[config.mk]
export PLATFORM = sky130hd
export DESIGN_NAME = output_sequencer
export DESIGN_NICKNAME = d
export VERILOG_FILES = /design/src/rtl/output_sequencer.sv
export SDC_FILE = /design/constraint.sdc
export NUM_CORES = 1
export LEC_CHECK = 0
export BUFFER_PORTS_ARGS = -buffer_cell sky130_fd_sc_hd__buf_2
export CAP_MARGIN = 20
export CORE_MARGIN = 2
export CORE_UTILIZATION = 50
export DETAILED_ROUTE_END_ITERATION = 8
export PLACE_DENSITY = 0.7
export SLEW_MARGIN = 20
export SYNTH_ARGS = -nofsm -noshare
export SYNTH_HDL_FRONTEND = slang
export SYNTH_SLANG_ARGS = --single-unit
[constraint.sdc]
create_clock -name clk -period 2.5 [get_ports clk]
set_input_delay 0.125 -clock clk [delete_from_list [all_inputs] [get_ports clk]]
set_output_delay 0.125 -clock clk [all_outputs]
set_load 0.1 [all_outputs]
[src/rtl/output_sequencer.sv]
// output_sequencer: steers MAC1/MAC2 results into the output register bank
// and then streams the 16 symmetric-matrix entries out in row-major order
// under a ready handshake.
module output_sequencer #(
    parameter int NUM_RES = 5,
    parameter int NUM_OUT = 16
) (
    input  logic       clk,
    input  logic       aclr,
    input  logic       start,
    input  logic       mac1_valid,
    input  logic       mac2_valid,
    input  logic       dout_ready,
    output logic       mac_start,
    output logic [2:0] input_sel1,
    output logic [2:0] input_sel2,
    output logic       output_rdy,
    output logic [3:0] reg_out_sel,
    output logic       busy,
    output logic       done,
    output logic       err
);

    localparam logic [2:0] RES_N    = 3'(NUM_RES);
    localparam logic [3:0] OUT_LAST = 4'(NUM_OUT - 1);
    localparam logic [2:0] NO_LOAD  = 3'b111;

    typedef enum logic [1:0] {
        IDLE    = 2'd0,
        LAUNCH  = 2'd1,
        CAPTURE = 2'd2,
        DRAIN   = 2'd3
    } state_t;

    state_t     state;
    state_t     state_nxt;
    logic [2:0] cnt1;
    logic [2:0] cnt1_nxt;
    logic [2:0] cnt2;
    logic [2:0] cnt2_nxt;
    logic [3:0] ocnt;
    logic [3:0] ocnt_nxt;
    logic       err_nxt;
    logic       done_nxt;

    // State register; aclr drops the controller straight back to IDLE.
    always_ff @(posedge clk or posedge aclr) begin
        if (aclr) begin
            state <= IDLE;
        end else begin
            state <= state_nxt;
        end
    end

    // Result counters, drain index and the sticky/pulse status flags.
    always_ff @(posedge clk or posedge aclr) begin
        if (aclr) begin
            cnt1 <= 3'd0;
            cnt2 <= 3'd0;
            ocnt <= 4'd0;
            err  <= 1'b0;
            done <= 1'b0;
        end else begin
            cnt1 <= cnt1_nxt;
            cnt2 <= cnt2_nxt;
            ocnt <= ocnt_nxt;
            err  <= err_nxt;
            done <= done_nxt;
        end
    end

    // Next-state, counter updates and combinational select outputs.
    always_comb begin
        state_nxt   = state;
        cnt1_nxt    = cnt1;
        cnt2_nxt    = cnt2;
        ocnt_nxt    = ocnt;
        err_nxt     = err;
        done_nxt    = 1'b0;
        mac_start   = 1'b0;
        input_sel1  = NO_LOAD;
        input_sel2  = NO_LOAD;
        output_rdy  = 1'b0;
        reg_out_sel = 4'd0;
        busy        = (state != IDLE);

        case (state)
            IDLE: begin
                // A stray result with no job running is flagged, but a new
                // job request clears the flag.
                if (mac1_valid || mac2_valid) begin
                    err_nxt = 1'b1;
                end
                if (start) begin
                    cnt1_nxt  = 3'd0;
                    cnt2_nxt  = 3'd0;
                    ocnt_nxt  = 4'd0;
                    err_nxt   = 1'b0;
                    state_nxt = LAUNCH;
                end
            end

            LAUNCH: begin
                mac_start = 1'b1;
                if (mac1_valid || mac2_valid) begin
                    err_nxt = 1'b1;
                end
                state_nxt = CAPTURE;
            end

            CAPTURE: begin
                // Slot index is the registered count, so the select is
                // valid in the same cycle as the MAC result.
                if (mac1_valid) begin
                    if (cnt1 < RES_N) begin
                        input_sel1 = cnt1;
                        cnt1_nxt   = cnt1 + 3'd1;
                    end else begin
                        err_nxt = 1'b1;
                    end
                end
                if (mac2_valid) begin
                    if (cnt2 < RES_N) begin
                        input_sel2 = cnt2;
                        cnt2_nxt   = cnt2 + 3'd1;
                    end else begin
                        err_nxt = 1'b1;
                    end
                end
                // The last result is written at this same edge, so the bank
                // is complete by the first drain cycle.
                if ((cnt1_nxt == RES_N) && (cnt2_nxt == RES_N)) begin
                    state_nxt = DRAIN;
                end
            end

            DRAIN: begin
                output_rdy  = 1'b1;
                reg_out_sel = ocnt;
                if (mac1_valid || mac2_valid) begin
                    err_nxt = 1'b1;
                end
                // Without ready the same entry is simply re-latched.
                if (dout_ready) begin
                    if (ocnt == OUT_LAST) begin
                        ocnt_nxt  = 4'd0;
                        done_nxt  = 1'b1;
                        state_nxt = IDLE;
                    end else begin
                        ocnt_nxt = ocnt + 4'd1;
                    end
                end
            end

            default: begin
                state_nxt = IDLE;
            end
        endcase
    end

endmodule

## Word level (Yosys, flattened, before mapping)

Cells that the tools add are included.

| word-level totals | value |
|---|---|
| flip-flop bits (word level) | 14 |
| input bits | 6 |
| output and inout port bits | 15 |

| operators by class | value |
|---|---|
| add/subtract/negate cells | 3 |
| magnitude comparators | 2 |
| eq/ne operators | 10 |
| muxes and demuxes | 37 |
| reduce and logical (&&, ||, !) cells | 10 |

Operator list:

| cell | count |
|---|---|
| $mux 3 | 13 |
| $mux 4 | 4 |
| $pmux 3 s2 | 2 |
| $mux 1 | 11 |
| $mux 2 | 4 |
| $ne 2x2->1 const B | 4 |
| $pmux 2 s4 | 1 |
| $pmux 4 s2 | 1 |
| $add 3x1->3 const B | 2 |
| $eq 3x3->1 const B | 2 |
| $lt 3x3->1 const B | 2 |
| $reduce_bool 2->1 | 3 |
| $add 4x1->4 const B | 1 |
| $eq 2x2->1 const B | 2 |
| $eq 4x4->1 const B | 1 |
| $reduce_and 4->1 | 1 |
| $pmux 1 s3 | 1 |
| $reduce_and 3->1 | 1 |
| $eq 2x1->1 const B | 1 |
| $logic_not 2->1 | 1 |
| $reduce_and 2->1 | 1 |
| $reduce_or 2->1 | 1 |
| $logic_and 1x1->1 | 1 |
| $logic_or 1x1->1 | 1 |

## Longest topological paths before layout

Gate-level depths: netlist (run 1).

| depth | value |
|---|---|
| depth after elaboration | 8 |
| depth in mapped cells | 7 |
| depth with buffers taken out | 7 |

## Worst setup path before layout (run 1)

Ideal clock, no wire load.

| path | value |
|---|---|
| path kind | register -> register |
| start | reg state[0] |
| end | reg done |
| setup time | 0.070 ns |
| arrival | 2.592 ns |
| setup slack | -0.162 ns |
| cell stages (with the launch flop) | 5 |
| path buffers | 1 |
| clock period less this slack | 2.662 ns |
| path through | dfrtp_1 -> ha_1 -> clkbuf_1 -> and2_1 -> and4_1 |

| between the ends | value |
|---|---|
| cells in the longest elaborated chain, start to end | 2 |

Ends and longest elaborated chain:

| element | RTL line | text |
|---|---|---|
| start: declaration | 35 | `state_t state;` |
| start signal: assignment | 51 | `state <= state_nxt;` |
| $eq 2x2->1 | 87 | `case (state)` |
| $mux 1 | 87 |  |
| named net done_nxt | 44 | `logic done_nxt;` |
| end signal: assignment | 68 | `done <= done_nxt;` |
| end: declaration | 20 | `output logic done,` |

The timed path passes the listed nets, and every way through them passes these cells.
A chain may end at the register's enable or synchronous reset.

## Worst setup path in the final report (run 1)

| path | value |
|---|---|
| start | reg state[0] |
| end | out input_sel2[2] |

| between the ends | value |
|---|---|
| cells in the longest elaborated chain, start to end | 2 |

Ends and longest elaborated chain:

| element | RTL line | text |
|---|---|---|
| $eq 2x2->1 | 87 |  |
| $mux 3 | 87 |  |
| end: declaration | 16 | `output logic [2:0] input_sel2,` |

Every way passes these cells.

==> results of run 1 <==
[repair_timing]
action                    4_1_cts  5_1_grt
gates resized for setup         0        0
hold endpoints to repair       14        0
hold buffers                    1        0
[layer usage]
metal | up-vias | track usage, %
met2 | 25 | 35.1
li1 | 473 | -
met5 | - | 0
met3 | 4 | 3.03
met4 | 0 | 8.33
met1 | 454 | 26.1
[area by class of cell]
class | count | share of cell area, %
inverter | 12 | 3.75
clock buffer | 4 | 3.02
sequential | 14 | 29.2
timing repair buffer | 21 | 9.18
multi-input combinational | 92 | 52.0
tap | 27 | 2.82
[metrics by stage]
step | cells | worst slack (ns)
floorplan | 122 | 0.149
global placement | 165 | 0.573
detailed placement | 165 | 0.537
CTS | 170 | 0.426
global route | 170 | 0.310
finish | 170 | 0.442
[worst max-delay path, delay by kind of cell, from the launching register on]
| family | cells | cell delay (ns) |
|---|---|---|
| DFF | 1 | 0.41 |
| buffers and inverters | 2 | 0.43 |
| and+or+nand+nor | 2 | 0.40 |
| adders and majority gates | 1 | 0.41 |
[placed cells by master (no fill, tap or decap), types with 5 or more instances in the layout]
cell / Yosys / routed
and2_1: 5 / 5
o21ai_0: 10 / 10
inv_1: 12 / 12
ha_1: 10 / 9
nand2b_1: 5 / 5
dfrtp_1: 14 / 14
nand2_1: 17 / 17
nand3_1: 6 / 6
buf_2: 2 / 20
[state kept, by name, summed over array words and instances, names as in the netlist]
register and flops:
state 2, err 1, ocnt 4, done 1
cnt1 3, cnt2 3
[logic make-up (layout without fill, tap and decap cells)]
| logic type | after synthesis | in the layout | synth area share (%) |
|---|---|---|---|
| and+or+nand+nor | 46 | 46 | 24.2 |
| buffers and inverters | 16 | 37 | 6.05 |
| muxes | 1 | 1 | 1.09 |
| AOI/OAI and AO/OA | 35 | 35 | 22.7 |
| adders and majority gates | 10 | 10 | 12.1 |
| DFF | 14 | 14 | 33.9 |
[worst max path at each step]
stage,startpoint,to,slack (ns),cells past startpoint
6_report,state[0],input_sel2[2],0.44,5
5_1_grt,state[0],input_sel2[2],0.31,5
4_1_cts,state[0],input_sel2[2],0.43,5
3_5_place_dp,state[0],state[0],0.54,7
3_3_place_gp,state[1],state[0],0.57,7
2_1_floorplan,state[0],done,0.15,4
==> results.yml, run 1 <==
run_status:
  status: "finished, final reports clean"
finish:
  stdcell_area_um2: 1200
  final_layout_size_suffix_gt1_share_pct: 21.0
  nets: 160
  regArea_um2: 350
  post-route-util_pct: 61.2
  area_growth_pct: 16.0
  multi_input_area_um2: 624
  final.fill_count: 202
  diodes: 0
placement:
  port_buffers: 20
  gp_congestion: 0.790
  hpwl_mm: 1.72
  dpl-instance-area_um2: 1150
yosys:
  syn_inst: 122
  synth_top_cell_by_area: "dfrtp_1"
  synthArstFlopShare_pct: 100
  yosysSeqAreaShare_pct: 33.9
  avgSynthCellArea_um2: 8.48
  ys_seq_elements: 14
  ys.flop_type: "dfrtp_1"
  syn_nets: 138
  ys_warn_count: 0
  yosys.area.top_type_share_pct: 33.9
  synthesis.area_um2: 1030
  netlist_top_cells_area: "dfrtp_1 34%, ha_1 12%, nand2_1 6.2%"
  yosysUniqueCellTypes: 33
  synth_edf_count: 0
  synth.most_common_cell: "nand2_1"
  synthTopCellsByCount: "17 x nand2_1, 14 x dfrtp_1, 12 x inv_1, 10 x ha_1, 10 x o21ai_0"
worst_setup_path:
  r2r_end: "state[0]"
  crit_arrival_ns: 1.93
  cp_slowest_cell: "dfrtp_1"
  cp_data_required_time_ns: 2.38
  setup.worst_path.end_class: "output pin"
  path_cells: "inv_1 > ha_1 > nand2_1 > or2_2 > buf_2"
  critPathKind: "flop to output pin"
  critPathMaxStageDelay_ns: 0.41
  rrSetupSlack_ns: 0.52
  cp-start-kind: "flop"
  reg2reg_depth: 7
  worstPathMaxFanout: 11
  rr_startpoint: "state[1]"
clock_network:
  cts_num_sinks: 14
  max-clock-path-buffers: 2
  htree_num_levels: 1
  cts_buffers: 3
  cts_tree: "built"
  clk_latency_ns: 0.28
  clockRootBuffer: "clkbuf_4"
  post_cts_buffers: 0
  clk_pin_slew_ns: 0.09
floorplanning:
  ios: 21
  coreArea_um2: 1960
  rows: 16
  initial_utilization_pct: 52.7
  die_x_um: 49.5
  chipHeight_um: 49.5
  die_area_um2: 2450
timing:
  min_period_ns: 2.06
  skew_ns: 0.00212
  clock.fmax_mhz: 486
  setup_viol: 0
  tightest_slew_ns: 0.566
  slew_viol_final: 0
  finalHoldViolCount: 0
  max_slew_margin_pct: 62.2
  holdWs_ns: 0.151
  setup_tns_ns: 0
  fin_crit_sh_pct: 82.3
  rsz0062_at_grt: "false"
global_routing:
  grt_pass1_wl_mm: 3.86
  grt_pass1_vias: 862
  grt_max_degree: 15
  antenna_found_initial: 0
  grt_overflow_total: 0
  track_usage_pct: 20.6
min_path:
  hp-class: "input pin to flop"
  min_from: "dout_ready"
  hold_end: "done"
  hold_path_depth: 2
route:
  first_pass_iters: 4
  highest_layer: "met4"
  drtIter0Drc: 29
  wl_per_cell_um: 13.3
  drcViolationCount: 0
  final_antenna_net_count: 0
  drt-vias-per-instance: 5.62
  wl_met3_um: 104
  drt-met1-wl_mm: 1.05
  num_vias: 956
  finalWirelength_mm: 2.26
  wl_met2_mm: 1.07
flow_run:
  drv_cap: 0
Power of run 1 is left out: the tool's default activity adds up to more than one toggle a clock period on the data nets, which glitch-free logic cannot reach.
==> run 2: changes to the inputs <==
==> constraint.sdc (replaced) <==
create_clock -name clk -period 2 [get_ports clk]
set_input_delay 0.1 -clock clk [delete_from_list [all_inputs] [get_ports clk]]
set_output_delay 0.1 -clock clk [all_outputs]
set_load 0.1 [all_outputs]
==> run 2 against run 1 <==
  * Clock skew is essentially flat
  * Critical path depth unchanged
  * Wire length grew 7.6%
  * Sequential cell count is the same
  * Final cell count grew 3.5%
  * First-iteration DRC count shrank 17%
  * Global-route usage is 1.3 points higher
  * Register-to-register slack got worse by 0.40 ns
  * Largest cell class unchanged
==> results.yml, run 2 (same netlist as run 1, synthesis figures left out) <==
finish:
  diodes: 0
  final-instance-count-excl-fill: 176
  largest_reg_flops: 4
  layout_common_cells: "20 x buf_2, 17 x nand2_1, 14 x dfrtp_1"
  reg_top3: "ocnt: 4 flops, cnt1: 3 flops, cnt2: 3 flops"
  final_layout_size_suffix_gt1_share_pct: 27.5
  final_common_cell: "buf_2"
  area_growth_pct: 22.0
  nets: 166
  regMostFlops: "ocnt"
global_routing:
  track_usage_pct: 21.9
  grt_max_degree: 15
  grt_pass1_wl_mm: 4.16
  antenna_found_initial: 0
  grt_overflow_total: 0
  grt_pass1_vias: 931
timing:
  skew_ns: 0.00209
  slew_viol_final: 0
  clock.fmax_mhz: 528
  fin_crit_sh_pct: 94.7
  holdWs_ns: 0.111
  finalHoldViolCount: 0
  setup_viol: 0
  tightest_slew_ns: 0.572
  rsz0062_at_grt: "false"
  max_slew_margin_pct: 61.9
  min_period_ns: 1.89
route:
  wl_per_cell_um: 13.8
  final_antenna_net_count: 0
  finalWirelength_mm: 2.43
  num_vias: 980
  drcViolationCount: 0
  first_pass_iters: 4
  drt-vias-per-instance: 5.57
  drtIter0Drc: 24
worst_setup_path:
  setup.worst_path.end_class: "output pin"
  worstSetupStartpoint: "state[0]"
  rr_startpoint: "state[0]"
  crit_arrival_ns: 1.79
  worstPathMaxFanout: 9
  rrSetupSlack_ns: 0.12
  cp_data_required_time_ns: 1.90
  critPathKind: "flop to output pin"
  cp-start-kind: "flop"
placement:
  port_buffers: 20
  gp_congestion: 0.839
  placed_cells: 171
  hpwl_mm: 1.81
floorplanning:
  rows: 16
  coreArea_um2: 1960
  die_area_um2: 2450
  chipHeight_um: 49.5
  die_x_um: 49.5
  initial_utilization_pct: 52.7
  ios: 21
clock_network:
  cts_tree: "built"
  clk_pin_slew_ns: 0.09
  cts_num_sinks: 14
  cts_buffers: 3
  clk_latency_ns: 0.29
  htree_num_levels: 1
  clockRootBuffer: "clkbuf_4"
  max-clock-path-buffers: 2
run_status:
  status: "finished, final reports clean"
min_path:
  hp-class: "input pin to flop"
  min_from: "dout_ready"
flow_run:
  drv_cap: 0
-- run 2: critical path, stage by stage (launching register included) --
cell and delay, ns:
dfrtp_1 0.42, inv_1 0.20, ha_4 0.23, nand2_1 0.09, or2_2 0.28, buf_2 0.29
-- run 2: layout make-up --
cell class / count / area, um2
Tap cell: 27 / 33.8
Timing Repair Buffer: 27 / 155
Sequential cell: 14 / 350
Fill cell: 188 / 699
Inverter: 12 / 45.0
Clock buffer: 4 / 36.3
Multi-Input combinational cell: 92 / 642
-- run 2: stage by stage --
step / instance area [um2] / setup TNS [ns] / worst slack, ns / util [%]
after global placement: 1200 / 0 / 0.233 / 61.4
after global routing: 1260 / 0 / 0.00925 / 64.3
final: 1260 / 0 / 0.106 / 64.3
after CTS: 1250 / 0 / 0.0584 / 63.8
after floorplan: 1040 / -0.0307 / -0.0307 / -
after detailed placement: 1200 / 0 / 0.206 / 61.4
-- run 2: final timing paths --
path,cells past startpoint,to
worst max register to register,7,state[0]
worst min-delay path,2,done
min in group asynchronous,3,done
worst min register to register,1,ocnt[0]
max in group asynchronous,3,cnt1[1]
worst max-delay path,5,input_sel2[2]
-- run 2: repair_timing --
action,4_1_cts,5_1_grt
hold buffers,1,0
setup endpoints to repair,2,2
gates resized for setup,1,1
hold endpoints to repair,14,0
buffers inserted,0,0
-- run 2: per-layer routing --
layer	share of wire [%]	global-route usage [%]	wire length (um)
met1	46	28.9	1120
met2	49	38.1	1190
met3	4.4	2.73	106
met4	0.78	5.56	19
met5	0	0	0
Power of run 2 is left out for the same reason.
